--- config.mk ---
export PLATFORM = sky130hd
export DESIGN_NAME = mmio_cpl_responder
export DESIGN_NICKNAME = d
export VERILOG_FILES = /design/src/rtl/pcie_mmio_rsp_pkg.sv /design/src/rtl/mmio_regfile.sv /design/src/rtl/mmio_cpl_responder.sv
export SDC_FILE = /design/constraint.sdc
export NUM_CORES = 2
export LEC_CHECK = 0
export CAP_MARGIN = 20
export CORE_ASPECT_RATIO = 1.75
export CORE_MARGIN = 5
export CORE_UTILIZATION = 54
export CTS_CLUSTER_SIZE = 12
export DETAILED_ROUTE_END_ITERATION = 10
export PLACE_DENSITY_LB_ADDON = 0.12
export SYNTH_ARGS = -nofsm -noshare
export SYNTH_HDL_FRONTEND = slang
export SYNTH_SLANG_ARGS = --single-unit
--- constraint.sdc ---
create_clock -name clk -period 35.2 [get_ports clk]
set_input_delay 7.04 -clock clk [delete_from_list [all_inputs] [get_ports clk]]
set_output_delay 7.04 -clock clk [all_outputs]
set_load 0.1 [all_outputs]
--- src/rtl/pcie_mmio_rsp_pkg.sv ---
// Shared types and constants for the MMIO completer: completion status and
// error codes, request/completion records and the byte-count helper.
package pcie_mmio_rsp_pkg;

    localparam logic [2:0] CPL_SC = 3'd0;
    localparam logic [2:0] CPL_UR = 3'd1;
    localparam logic [2:0] CPL_CA = 3'd4;

    localparam logic [1:0] ERR_NONE    = 2'd0;
    localparam logic [1:0] ERR_BAD_WR  = 2'd1;
    localparam logic [1:0] ERR_BAD_LEN = 2'd2;
    localparam logic [1:0] ERR_CPL_TO  = 2'd3;

    typedef enum logic {S_IDLE, S_CPL} t_state;

    typedef struct packed {
        logic        wr;
        logic [1:0]  len;
        logic [7:0]  tag;
        logic [15:0] rid;
        logic [15:0] cid;
        logic [6:0]  lower_addr;
        logic [63:0] data;
    } t_mmio_req;

    typedef struct packed {
        logic [7:0]  tag;
        logic [15:0] rid;
        logic [15:0] cid;
        logic [2:0]  status;
        logic [6:0]  lower_addr;
        logic [11:0] byte_cnt;
        logic [63:0] data;
    } t_mmio_cpl;

    function automatic logic [11:0] byte_cnt(input logic [1:0] len);
        return {8'd0, len, 2'b00};
    endfunction

endpackage

--- src/rtl/mmio_regfile.sv ---
// REG_DEPTH x 64-bit CSR storage with per-half write enables and a
// combinational read port. CSR 0 is a read-only ID register.
module mmio_regfile #(
    parameter int          REG_DEPTH = 16,
    parameter logic [63:0] CSR_ID    = 64'h0
) (
    input  logic                         clk,
    input  logic                         rst,
    input  logic                         wr_lo_en,
    input  logic                         wr_hi_en,
    input  logic [$clog2(REG_DEPTH)-1:0] wr_idx,
    input  logic [63:0]                  wr_data,
    input  logic [$clog2(REG_DEPTH)-1:0] rd_idx,
    output logic [63:0]                  rd_data
);
    localparam int IDX_W = $clog2(REG_DEPTH);

    logic [63:0] regs_q [REG_DEPTH];

    // Index 0 is loaded with the ID on reset and has no write path.
    always_ff @(posedge clk or posedge rst) begin
        if (rst) begin
            regs_q[0] <= CSR_ID;
            for (int i = 1; i < REG_DEPTH; i++) begin
                regs_q[i] <= '0;
            end
        end else begin
            for (int i = 1; i < REG_DEPTH; i++) begin
                if (wr_idx == IDX_W'(i)) begin
                    if (wr_lo_en) regs_q[i][31:0]  <= wr_data[31:0];
                    if (wr_hi_en) regs_q[i][63:32] <= wr_data[63:32];
                end
            end
        end
    end

    assign rd_data = regs_q[rd_idx];

endmodule

--- src/rtl/mmio_cpl_responder.sv ---
// MMIO completer: applies decoded requests to the CSR file and returns tagged
// completions for reads. Optional stall timeout via CPL_STALL_TIMEOUT_EN.
import pcie_mmio_rsp_pkg::*;

module mmio_cpl_responder #(
    parameter int          REG_DEPTH = 16,
    parameter logic [63:0] CSR_ID    = 64'h0,
    parameter int          ADDR_W    = 20,
    parameter int          TO_CYCLES = 255
) (
    input  logic              clk,
    input  logic              rst,
    input  logic              i_req_valid,
    output logic              o_req_ready,
    input  logic              i_req_wr,
    input  logic [ADDR_W-1:0] i_req_addr,
    input  logic [1:0]        i_req_len,
    input  logic [7:0]        i_req_tag,
    input  logic [15:0]       i_req_rid,
    input  logic [15:0]       i_req_cid,
    input  logic [63:0]       i_req_data,
    output logic              o_cpl_valid,
    input  logic              i_cpl_ready,
    output logic [7:0]        o_cpl_tag,
    output logic [15:0]       o_cpl_rid,
    output logic [15:0]       o_cpl_cid,
    output logic [2:0]        o_cpl_status,
    output logic [6:0]        o_cpl_lower_addr,
    output logic [11:0]       o_cpl_byte_cnt,
    output logic [63:0]       o_cpl_data,
    output logic              o_err_valid,
    output logic [1:0]        o_err_code
);
    localparam int                IDX_W     = $clog2(REG_DEPTH);
    localparam logic [ADDR_W-1:0] RANGE_END = ADDR_W'(REG_DEPTH * 8);

    if (REG_DEPTH < 2 || REG_DEPTH > 256 || TO_CYCLES < 1 || TO_CYCLES > 255) begin : g_bad_cfg
        $error("mmio_cpl_responder: REG_DEPTH or TO_CYCLES out of range");
    end

    t_state      state_q, state_d;
    t_mmio_cpl   cpl_q, cpl_d;
    logic        err_valid_q, err_valid_d;
    logic [1:0]  err_code_q, err_code_d;
    t_mmio_req   req;
    logic [IDX_W-1:0] idx;
    logic        in_range, len_ok, misalign, wr_ok;
    logic        wr_lo_en, wr_hi_en;
    logic [63:0] rf_rd;
    logic [31:0] sel_half;
    logic [2:0]  rd_status;
`ifdef CPL_STALL_TIMEOUT_EN
    logic [7:0]  to_cnt_q, to_cnt_d;
`endif

    assign req = '{wr: i_req_wr, len: i_req_len, tag: i_req_tag, rid: i_req_rid,
                   cid: i_req_cid, lower_addr: i_req_addr[6:0], data: i_req_data};

    assign idx      = i_req_addr[3 +: IDX_W];
    assign in_range = (i_req_addr < RANGE_END);
    assign len_ok   = (req.len == 2'd1) || (req.len == 2'd2);
    assign misalign = (req.len == 2'd2) && i_req_addr[2];
    assign wr_ok    = in_range && (idx != '0) && len_ok && !misalign;
    assign sel_half = i_req_addr[2] ? rf_rd[63:32] : rf_rd[31:0];

    always_comb begin
        rd_status = CPL_SC;
        if (!len_ok)        rd_status = CPL_CA;
        else if (!in_range) rd_status = CPL_UR;
        else if (misalign)  rd_status = CPL_CA;
    end

    // A 1-DW write replicates DW0 so either half can take it.
    mmio_regfile #(
        .REG_DEPTH (REG_DEPTH),
        .CSR_ID    (CSR_ID)
    ) u_regfile (
        .clk      (clk),
        .rst      (rst),
        .wr_lo_en (wr_lo_en),
        .wr_hi_en (wr_hi_en),
        .wr_idx   (idx),
        .wr_data  ((req.len == 2'd1) ? {req.data[31:0], req.data[31:0]} : req.data),
        .rd_idx   (idx),
        .rd_data  (rf_rd)
    );

    always_comb begin
        state_d     = state_q;
        cpl_d       = cpl_q;
        err_valid_d = 1'b0;
        err_code_d  = ERR_NONE;
        wr_lo_en    = 1'b0;
        wr_hi_en    = 1'b0;
`ifdef CPL_STALL_TIMEOUT_EN
        to_cnt_d    = to_cnt_q;
`endif
        case (state_q)
            S_IDLE: begin
                if (i_req_valid) begin
                    if (req.wr) begin
                        if (wr_ok) begin
                            wr_lo_en = (req.len == 2'd2) || !i_req_addr[2];
                            wr_hi_en = (req.len == 2'd2) || i_req_addr[2];
                        end else begin
                            err_valid_d = 1'b1;
                            err_code_d  = ERR_BAD_WR;
                        end
                    end else begin
                        state_d          = S_CPL;
                        cpl_d.tag        = req.tag;
                        cpl_d.rid        = req.rid;
                        cpl_d.cid        = req.cid;
                        cpl_d.status     = rd_status;
                        cpl_d.lower_addr = req.lower_addr;
                        cpl_d.byte_cnt   = byte_cnt(req.len);
                        cpl_d.data       = '0;
                        if (rd_status == CPL_SC) begin
                            cpl_d.data = (req.len == 2'd2) ? rf_rd : {32'd0, sel_half};
                        end
                        if (!len_ok) begin
                            err_valid_d = 1'b1;
                            err_code_d  = ERR_BAD_LEN;
                        end
`ifdef CPL_STALL_TIMEOUT_EN
                        to_cnt_d = '0;
`endif
                    end
                end
            end
            S_CPL: begin
                if (i_cpl_ready) begin
                    state_d = S_IDLE;
                end
`ifdef CPL_STALL_TIMEOUT_EN
                else begin
                    to_cnt_d = to_cnt_q + 8'd1;
                    if (to_cnt_d == 8'(TO_CYCLES)) begin
                        state_d     = S_IDLE;
                        err_valid_d = 1'b1;
                        err_code_d  = ERR_CPL_TO;
                    end
                end
`endif
            end
            default: state_d = S_IDLE;
        endcase
    end

    always_ff @(posedge clk or posedge rst) begin
        if (rst) begin
            state_q     <= S_IDLE;
            cpl_q       <= '0;
            err_valid_q <= 1'b0;
            err_code_q  <= ERR_NONE;
`ifdef CPL_STALL_TIMEOUT_EN
            to_cnt_q    <= '0;
`endif
        end else begin
            state_q     <= state_d;
            cpl_q       <= cpl_d;
            err_valid_q <= err_valid_d;
            err_code_q  <= err_code_d;
`ifdef CPL_STALL_TIMEOUT_EN
            to_cnt_q    <= to_cnt_d;
`endif
        end
    end

    assign o_req_ready      = (state_q == S_IDLE);
    assign o_cpl_valid      = (state_q == S_CPL);
    assign o_cpl_tag        = cpl_q.tag;
    assign o_cpl_rid        = cpl_q.rid;
    assign o_cpl_cid        = cpl_q.cid;
    assign o_cpl_status     = cpl_q.status;
    assign o_cpl_lower_addr = cpl_q.lower_addr;
    assign o_cpl_byte_cnt   = cpl_q.byte_cnt;
    assign o_cpl_data       = cpl_q.data;
    assign o_err_valid      = err_valid_q;
    assign o_err_code       = err_code_q;

endmodule

==> results.sh <==
export IMPL_maxSlewViolCount=0
export IMPL_slew_headroom=0.2507
export IMPL_port_buffers=250
export IMPL_multi_input_area_sq_um=19010
export IMPL_layout_min_cycle_time_ns=10.31
export IMPL_synth_seq_cells=1079
export IMPL_vdd_ir_drop_max_mv=0.03687
export IMPL_ios=262
export IMPL_cts_resized=0
export IMPL_cp_startpoint="i_req_len[0]"
export IMPL_setup_viol=0
export IMPL_grt_pass1_wl_microns=205600
export IMPL_synthArstFlopShare=1.000
export IMPL_synthToLayoutAreaGrowth_pct=13.72
export IMPL_clk_latency_ns=0.70
export IMPL_hold_path_class="flop to flop"
export IMPL_crit_fanout=64
export IMPL_cts_htree_levels=3
export IMPL_worst_r2r_endpoint="o_cpl_data[20]"
export IMPL_placed_area_sq_um=50840
export IMPL_cp_end_kind="flop"
export IMPL_place_gp_congestion=0.7914
export IMPL_dp_slack_ns=24.21
export IMPL_dieHeight_microns=401.5
export IMPL_synth_distinct_cells=62
export IMPL_vias=31590
export IMPL_drive_above_1_share=0.2285
export IMPL_finalCritPeriodShare=0.2930
export IMPL_worst_setup_path_start_kind="input pin"
export IMPL_drc=0
export IMPL_r2r_start="o_cpl_valid"
export IMPL_finalClockSkew_ns=0.02212
export IMPL_cap_violations=0
export IMPL_hold_viol=0
export IMPL_ys_top_cells_by_area="dfrtp_1 57%, mux2_2 12%, mux4_2 6.5%, nand2_1 5.4%, o21ai_0 5.2%"
export IMPL_path_clk_slew_ns=0.06
export IMPL_die_w_microns=233.7
export IMPL_wire_per_inst_microns=25.60
export IMPL_hold_path_cell_count=2
export IMPL_drt_iter0_drc=2655
export IMPL_status="finished, final reports clean"
export IMPL_crit_required_ns=35.71
export IMPL_num_fill_cells=6999
export IMPL_clock_path_buffers=3
export IMPL_fin_setup_tns_ns=0
export IMPL_cts_buffers=102
export IMPL_dp_hpwl_microns=81540
export IMPL_synth_avg_cell_area_sq_um=12.04
export IMPL_arrival_ns=10.82
export IMPL_totalWireLength_microns=133900
export IMPL_postCtsSetupBuffers=0
export IMPL_row_count=143
export IMPL_grt_ovfl_total=0
export IMPL_synth_edff_count=0
export IMPL_cts_tree="built"
export IMPL_ys_warn_count=64
export IMPL_rsz0062_at_grt="no"
export IMPL_cts_hold_buf=0
export IMPL_drtAntennaViolNets=0
export IMPL_start_util=0.5438
export IMPL_seq_area_sq_um=27000
export IMPL_critPathKind="input pin to flop"
export IMPL_via_per_inst=6.038
export IMPL_synth_top_area_share=0.5710
export IMPL_clock_sinks=1079
export IMPL_grt_max_degree=183
export IMPL_grt_util_all_layers=0.2881
export IMPL_power_density_nw_per_um2=47.24
export IMPL_clock_root_buffer="clkbuf_16"
export IMPL_antenna_found_initial=4
export IMPL_fin_area_sq_um=53770
export IMPL_dieArea_sq_um=93820
export IMPL_final_common_cell="dfrtp_1"
export IMPL_worstSetupEndpoint="u_regfile.regs_q[943]"
export IMPL_syn_area_sq_um=47290
export IMPL_yosysSeqAreaShare=0.5710
export IMPL_coreArea_sq_um=86960
export IMPL_synthFlopType="dfrtp_1"
export IMPL_critical_path_cell_chain="clkdlybuf4s50_1 > inv_1 > ha_1 > or4bb_1 > nor4_4 > nor4bb_4 > buf_4 > a21oi_1"
export IMPL_yosysTopAreaCell="dfrtp_1"
export IMPL_layout_common_cells="1079 x dfrtp_1, 681 x nand2_1, 508 x mux2_2"
export IMPL_reg2regPathDepth=6
export IMPL_power_mw=2.540
export IMPL_clock_fmax_ghz=0.09698
export IMPL_drt_pass1_iter_count=6
export IMPL_nNetsFinal=4174
export IMPL_synthCells=3926
export IMPL_grt_pass1_vias=32820
export IMPL_cp_slowest_stage_delay_ns=0.89
export IMPL_fin_ws_ns=24.89
export IMPL_crit_slowest_cell="nor4_4"
export IMPL_tightestPinTransition_ns=1.093
export IMPL_leakagePower_nw=25.19
export IMPL_r2r_slack_ns=31.80
[power by group]
group          switching (mW)  leakage, nW  internal [mW]
logic                   0.204         8.77         0.0627
registers             0.00626         15.0           1.25
clock network           0.456         1.41          0.559
total                   0.666         25.2           1.87
[Yosys cell counts (10+ instances only)]
library cell / number
buf_4: 11
o31ai_1: 14
nand3_1: 38
o211ai_1: 23
mux4_2: 136
buf_2: 70
inv_1: 16
o21ai_0: 491
nor2_1: 91
o311ai_0: 11
nand2_1: 681
a221oi_1: 53
a211oi_1: 11
o21bai_1: 11
nor2b_1: 17
dfrtp_1: 1079
buf_1: 34
o22ai_1: 57
a22o_1: 10
mux2_1: 29
nor3_1: 25
mux2i_1: 151
clkbuf_1: 237
a21oi_1: 33
mux2_2: 508
[critical path: cells and delay by family]
family	cells	cell delay [ns]
buffers and inverters	3	1.20
adder cells (fa/ha/maj)	1	0.45
AND/OR/NAND/NOR	3	1.92
AO/OA/AOI/OAI	1	0.18
[area by class of cell]
cell class              instances  area share
diodes                          2  0.00009308
clock buffers                 128     0.05235
clock inverters                 5    0.001280
inverters                      16    0.001187
multi-input cells            2488      0.3535
flip-flops and latches       1079      0.5021
well taps                    1160     0.02699
repair buffers                354     0.06245
[sequential cells by signal, indices dropped and copies added, names as in the netlist]
signal            flops
o_cpl_byte_cnt        2
o_cpl_data           64
o_err_code            2
o_cpl_cid            16
o_cpl_tag             8
o_cpl_status          2
o_cpl_valid           1
u_regfile.regs_q    960
o_err_valid           1
o_cpl_rid            16
o_cpl_lower_addr      7
[stage by stage]
stage               hold slack [ns]  utilization  instances
CTS                          0.4760       0.6178       5227
floorplan                    0.4444            -       3936
global route                 0.4898       0.6183       5231
global placement             0.4554       0.5840       5090
detailed placement           0.4610       0.5846       5094
finish                       0.4704       0.6184       5232
[metal layers]
layer | GRT usage | up-vias | wire length, microns | part of all wire
met3 | 0.04631 | 254 | 8352 | 0.062
met4 | 0.09630 | 2 | 4434 | 0.033
met5 | 0 | - | 13 | 0.000097
li1 | - | 14070 | - | -
met1 | 0.3869 | 16250 | 54730 | 0.41
met2 | 0.4819 | 1014 | 66410 | 0.50
[kinds of logic (layout without fill, tap and decap cells)]
kind of cell	count (synthesis)	after routing	synth area share
xor gates and xnor gates	1	1	0.0001853
adders and majority gates	2	2	0.0005291
other	1	13	0.00007931
muxes	824	824	0.2246
AOI/OAI and AO/OA	757	757	0.09401
buffers and inverters	369	503	0.03218
DFF	1079	1079	0.5710
and+or+nand+nor	893	893	0.07737
[how the worst min path moves through the flow]
stage                          start                     to  slack (ns)
4_1_cts                 o_cpl_rid[9]           o_cpl_rid[9]        0.48
5_1_grt                 o_cpl_rid[5]           o_cpl_rid[5]        0.49
2_1_floorplan  u_regfile.regs_q[296]  u_regfile.regs_q[296]        0.44
3_3_place_gp   u_regfile.regs_q[801]  u_regfile.regs_q[801]        0.46
3_5_place_dp            o_cpl_rid[9]           o_cpl_rid[9]        0.46
6_report               o_cpl_rid[14]          o_cpl_rid[14]        0.47
Note: power is estimated with default switching activity, not from simulation.
